### src/rtl/dbus_ctrl.sv
// MEM-stage data-bus sequencer: accepts one load/store, checks alignment, issues a
// lane-shifted strobed bus request, and returns extended load data or a fault.
package dbus_pkg;
    typedef struct packed {
        logic        valid;
        logic [63:0] addr;
        logic [2:0]  size;
        logic [7:0]  strobe;
        logic [63:0] data;
    } dbus_req_t;

    typedef struct packed {
        logic        addr_ok;
        logic        data_ok;
        logic [63:0] data;
    } dbus_resp_t;
endpackage

module dbus_ctrl
    import dbus_pkg::*;
(
    input  logic        clk,
    input  logic        resetn,
    input  logic        req_valid,
    output logic        req_ready,
    input  logic        req_write,
    input  logic [1:0]  req_size,
    input  logic        req_unsigned,
    input  logic [63:0] req_addr,
    input  logic [63:0] req_wdata,
    input  logic        flush,
    output dbus_req_t   dreq,
    input  dbus_resp_t  dresp,
    output logic        resp_valid,
    output logic [63:0] resp_rdata,
    output logic        resp_misalign,
    output logic        busy
);

    typedef enum logic [1:0] {S_IDLE, S_BUSY, S_DRAIN, S_FAULT} state_e;

    state_e      state_q, state_d;
    dbus_req_t   dreq_q, dreq_d;
    logic        write_q, write_d;
    logic [1:0]  size_q, size_d;
    logic        unsigned_q, unsigned_d;
    logic [2:0]  off_q, off_d;
    logic        resp_valid_q, resp_valid_d;
    logic        resp_misalign_q, resp_misalign_d;
    logic [63:0] resp_rdata_q, resp_rdata_d;

    logic        misalign;
    logic [7:0]  strobe_base;
    logic [63:0] rdata_sh;
    logic [63:0] load_ext;
    logic        unused_addr_ok;

    // Completion is keyed on data_ok alone.
    assign unused_addr_ok = dresp.addr_ok;

    always_comb begin
        misalign    = 1'b0;
        strobe_base = 8'h01;
        case (req_size)
            2'd0: begin misalign = 1'b0;                  strobe_base = 8'h01; end
            2'd1: begin misalign = req_addr[0];           strobe_base = 8'h03; end
            2'd2: begin misalign = |req_addr[1:0];        strobe_base = 8'h0F; end
            default: begin misalign = |req_addr[2:0];     strobe_base = 8'hFF; end
        endcase
    end

    assign rdata_sh = dresp.data >> {off_q, 3'b000};

    always_comb begin
        load_ext = rdata_sh;
        case (size_q)
            2'd0: load_ext = unsigned_q ? {56'b0, rdata_sh[7:0]}
                                        : {{56{rdata_sh[7]}}, rdata_sh[7:0]};
            2'd1: load_ext = unsigned_q ? {48'b0, rdata_sh[15:0]}
                                        : {{48{rdata_sh[15]}}, rdata_sh[15:0]};
            2'd2: load_ext = unsigned_q ? {32'b0, rdata_sh[31:0]}
                                        : {{32{rdata_sh[31]}}, rdata_sh[31:0]};
            default: load_ext = rdata_sh;
        endcase
    end

    always_comb begin
        state_d         = state_q;
        dreq_d          = dreq_q;
        write_d         = write_q;
        size_d          = size_q;
        unsigned_d      = unsigned_q;
        off_d           = off_q;
        resp_valid_d    = 1'b0;
        resp_misalign_d = 1'b0;
        resp_rdata_d    = '0;
        case (state_q)
            S_IDLE: begin
                if (req_valid && !flush) begin
                    write_d    = req_write;
                    size_d     = req_size;
                    unsigned_d = req_unsigned;
                    off_d      = req_addr[2:0];
                    if (misalign) begin
                        state_d = S_FAULT;
                    end else begin
                        state_d       = S_BUSY;
                        dreq_d.valid  = 1'b1;
                        dreq_d.addr   = req_addr;
                        dreq_d.size   = {1'b0, req_size};
                        dreq_d.strobe = req_write ? (strobe_base << req_addr[2:0]) : 8'h00;
                        dreq_d.data   = req_write ? (req_wdata << {req_addr[2:0], 3'b000}) : 64'd0;
                    end
                end
            end
            S_BUSY: begin
                if (dresp.data_ok) begin
                    state_d      = S_IDLE;
                    dreq_d       = '0;
                    resp_valid_d = !flush;
                    resp_rdata_d = (flush || write_q) ? 64'd0 : load_ext;
                end else if (flush) begin
                    state_d = S_DRAIN;
                end
            end
            // The bus beat cannot be aborted, so the request stays up until it lands.
            S_DRAIN: begin
                if (dresp.data_ok) begin
                    state_d = S_IDLE;
                    dreq_d  = '0;
                end
            end
            S_FAULT: begin
                state_d         = S_IDLE;
                resp_valid_d    = !flush;
                resp_misalign_d = !flush;
            end
            default: begin
                state_d = S_IDLE;
                dreq_d  = '0;
            end
        endcase
    end

    always_ff @(posedge clk or negedge resetn) begin
        if (!resetn) begin
            state_q         <= S_IDLE;
            dreq_q          <= '0;
            write_q         <= 1'b0;
            size_q          <= 2'd0;
            unsigned_q      <= 1'b0;
            off_q           <= 3'd0;
            resp_valid_q    <= 1'b0;
            resp_misalign_q <= 1'b0;
            resp_rdata_q    <= '0;
        end else begin
            state_q         <= state_d;
            dreq_q          <= dreq_d;
            write_q         <= write_d;
            size_q          <= size_d;
            unsigned_q      <= unsigned_d;
            off_q           <= off_d;
            resp_valid_q    <= resp_valid_d;
            resp_misalign_q <= resp_misalign_d;
            resp_rdata_q    <= resp_rdata_d;
        end
    end

    assign busy          = (state_q != S_IDLE);
    assign req_ready     = !busy;
    assign dreq          = dreq_q;
    assign resp_valid    = resp_valid_q;
    assign resp_rdata    = resp_rdata_q;
    assign resp_misalign = resp_misalign_q;

endmodule
### config.mk
export PLATFORM = sky130hd
export DESIGN_NAME = dbus_ctrl
export DESIGN_NICKNAME = d
export VERILOG_FILES = /design/src/rtl/dbus_ctrl.sv
export SDC_FILE = /design/constraint.sdc
export NUM_CORES = 1
export LEC_CHECK = 0
export ABC_AREA = 0
export CAP_MARGIN = 20
export CORE_ASPECT_RATIO = 0.6
export CORE_MARGIN = 2
export CORE_UTILIZATION = 45
export CTS_BUF_LIST = sky130_fd_sc_hd__clkbuf_16
export CTS_CLUSTER_DIAMETER = 150
export DETAILED_ROUTE_END_ITERATION = 8
export PLACE_DENSITY = 0.9
export SYNTH_ARGS = -nofsm -noshare
export SYNTH_HDL_FRONTEND = slang
export SYNTH_SLANG_ARGS = --single-unit
### constraint.sdc
create_clock -name clk -period 2.31 [get_ports clk]
set_input_delay 0.693 -clock clk [delete_from_list [all_inputs] [get_ports clk]]
set_output_delay 0.693 -clock clk [all_outputs]
set_load 0.01 [all_outputs]
==> impl_metrics.csv <==
group,metric,value,unit
grt,grt_pass1_vias,10000,
detailed_routing,ant_nets,0,
power,sw_frac_of_total,37.5,%
detailed_routing,wl,41400,um
yosys,postSynthCellCount,1017,
power,internal_power,9.60,mW
clock_tree,cts_tree,"built",
yosys,yosys_most_used_dff,"dfrtp_1",
yosys,synth.distinct_cells,54,
clock_tree,clkSinkCount,214,
clock_tree,cts-buffers-inserted,21,
critical_path,critPathKind,"reg2out",
sta,slew_headroom,44.3,%
power,clockPowerShare,22.9,%
grt,grt_max_degree,71,
floorplanning,dieArea,0.0252,sq mm
power,power,15.4,mW
critical_path,worstSetupPathDepth,1,
clock_tree,clk_latency,0.51,ns
cells_and_area,most-common-layout-cells,"402 x clkdlybuf4s50_1, 212 x dfrtp_1, 106 x nand2_1, 91 x a21oi_1, 87 x a22o_1",
power,p_comb_share,47.0,%
floorplanning,io_pins,410,
power,p_leak,7.23,nW
yosys,syn_area,0.0108,sq mm
floorplanning,core_area,0.0233,sq mm
detailed_routing,drtPass1Iterations,6,
grt,grt_use_total,31.9,%
grt,overflow,0,
critical_path,r2r_cells,7,
placement,dp.final_hpwl,31400,um
sta,finalCritPeriodShare,96.3,%
grt,grt_pass1_wl,61000,um
clock_tree,cts.reportedPaths.clkPinSlew,0.07,ns
yosys,syn-num-nets,1223,
sta,skew,0.0104,ns
clock_tree,h-tree-depth,1,
yosys,ys_seq_area_share,49.8,%
cells_and_area,nNetsFinal,1658,
critical_path,critPathLaunchType,"register",
detailed_routing,wl_per_cell,23.2,um
cells_and_area,final_core_util,70.4,%
sta,final-max-slew-violation-count,0,
power,powerDensity,937,mW/mm^2
placement,dpl-instance-area,0.0157,sq mm
clock_tree,clk_path_buf_depth,3,
yosys,synth_edf_count,0,
floorplanning,num_rows,43,
critical_path,cpPeakStageDelay,0.58,ns
cells_and_area,final_common_cell,"clkdlybuf4s50_1",
run,max_cap_violations,0,
placement,gp_congestion,0.936,
critical_path,cp_top_family,"buffers and inverters",
detailed_routing,route.detailed.drc,0,
floorplanning,die_w,204,um
critical_path,cp.arrival,1.53,ns
sta,setup_viol_count_final,0,
cells_and_area,drive_gt1_share,14.7,%
worst_hold_path,hp-class,"in2async",
sta,tightestPinTransition,0.832,ns
critical_path,crit_fanout,1,
detailed_routing,vias,10400,
status,outcome,"finished, final reports clean",
power,p_switching,5.76,mW
critical_path,worst-path-buf-inv,1,
sta,hold_viol,0,
power,seq_power_share,30.1,%
floorplanning,die_h,124,um
yosys,ys_seq_elements,214,
floorplanning,start_util,46.2,%
critical_path,path_cells,"clkdlybuf4s50_1",
yosys,ys_warn_count,0,
yosys,async_flop_share,100,%
critical_path,slowest_stage,"clkdlybuf4s50_1",
sta,fmax,449,MHz
placement,portBuffers,407,
sta,fin_crit,2.22,ns
detailed_routing,via_per_inst,5.85,
critical_path,crit_required,1.62,ns
cells_and_area,syn2layout_area_growth,52.5,%
cells_and_area,fin_area,0.0164,sq mm
grt,grt_antenna_before_repair,0,
detailed_routing,drt_iter0_drc,1031,
clock_tree,cts-root-buf,"clkbuf_16",
power,peakVddDrop,0.000439,V
critical_path,critPathCaptureType,"output port",
yosys,syn_area_per_cell,10.6,sq um
-- stage by stage --
stage	hold WS [ns]	setup TNS (ns)	setup slack [ns]	cells
after floorplan	0.397	0	0.101	1017
after global placement	0.461	-29.24	-0.359	1739
after detailed placement	0.471	-40.72	-0.382	1739
after CTS	0.0817	0	0.0564	1778
after global routing	0.105	-0.00466	-0.00466	1782
final	0.0884	0	0.0853	1783
-- routing by layer --
layer / track usage, % / share of wire (%) / up-vias
li1: - / - / 4591
met1: 45.4 / 42 / 5133
met2: 48.7 / 44 / 629
met3: 8.79 / 11 / 72
met4: 7.53 / 2.6 / 0
met5: 0 / 0 / -
-- power by group through the flow --
stage                     clock network (mW)  registers (mW)  logic (mW)
after CTS                               3.57            4.62        7.02
final                                   3.52            4.62        7.22
after floorplan                            0            4.79        3.81
after global placement                     0            4.66        6.85
after global routing                    3.73            4.66        7.63
after detailed placement                   0            4.68        6.96
-- Yosys cell counts, types with 18 or more instances --
master,n,share of area [%]
nand2b_1,25,1.5
mux2_2,45,4.7
mux2i_1,69,6.4
a21oi_1,91,4.2
mux4_2,18,3.8
a22o_1,87,7.1
clkbuf_1,57,2.0
nor2_1,78,2.7
dfrtp_1,214,50
nand2_1,106,3.7
o221ai_1,23,1.9
o21ai_0,55,2.6
-- worst paths after layout --
path	to	start	slack (ns)
worst max-delay path	resp_rdata[46]	resp_rdata[46]$_DFF_PN0_	0.09
worst min-delay path	resp_rdata[56]$_DFF_PN0_	resetn	0.09
worst max register to register	resp_rdata[37]$_DFF_PN0_	off_q[2]$_DFFE_PN0P_	0.11
worst min register to register	dreq[20]$_DFFE_PN0P_	dreq[20]$_DFFE_PN0P_	0.48
max in group asynchronous	resp_rdata[2]$_DFF_PN0_	resetn	1.61
min in group clk	dreq[20]$_DFFE_PN0P_	dreq[20]$_DFFE_PN0P_	0.48
-- sequential cells by signal (all words and copies together), names as in the netlist --
| register | count |
|---|---|
| resp_misalign | 1 |
| size_q | 2 |
| write_q | 1 |
| resp_rdata | 64 |
| resp_valid | 1 |
| unsigned_q | 1 |
| state_q | 2 |
| dreq | 139 |
| off_q | 3 |
-- kinds of logic (layout without fill, tap and decap cells) --
family / after synthesis / after routing / share of synthesized area [%]
AO/OA/AOI/OAI: 322 / 322 / 20.9
adder cells (fa/ha/maj): 4 / 4 / 0.465
multiplexers: 132 / 132 / 14.9
AND/OR/NAND/NOR: 243 / 243 / 9.88
flip-flops: 214 / 214 / 49.8
other: 1 / 2 / 0.0349
buffers and inverters: 101 / 551 / 4.00
-- repair_timing --
| item | 4_1_cts | 5_1_grt |
|---|---|---|
| hold buffers | 0 | 0 |
| endpoints found under the setup margin | 2 | 29 |
| buffers inserted | 1 | 4 |
| pin swaps | 0 | 1 |
| resized for setup | 9 | 3 |
-- area by class of cell --
type	instances	area [sq um]
diodes	1	2.50
well taps	315	394
fillers	1646	6900
inverters	10	37.5
clock buffers	21	526
multi-input cells	702	5000
flip-flops and latches	214	5360
repair buffers	503	4920
clock inverters	17	163
Power figures use the tool's default switching activity.
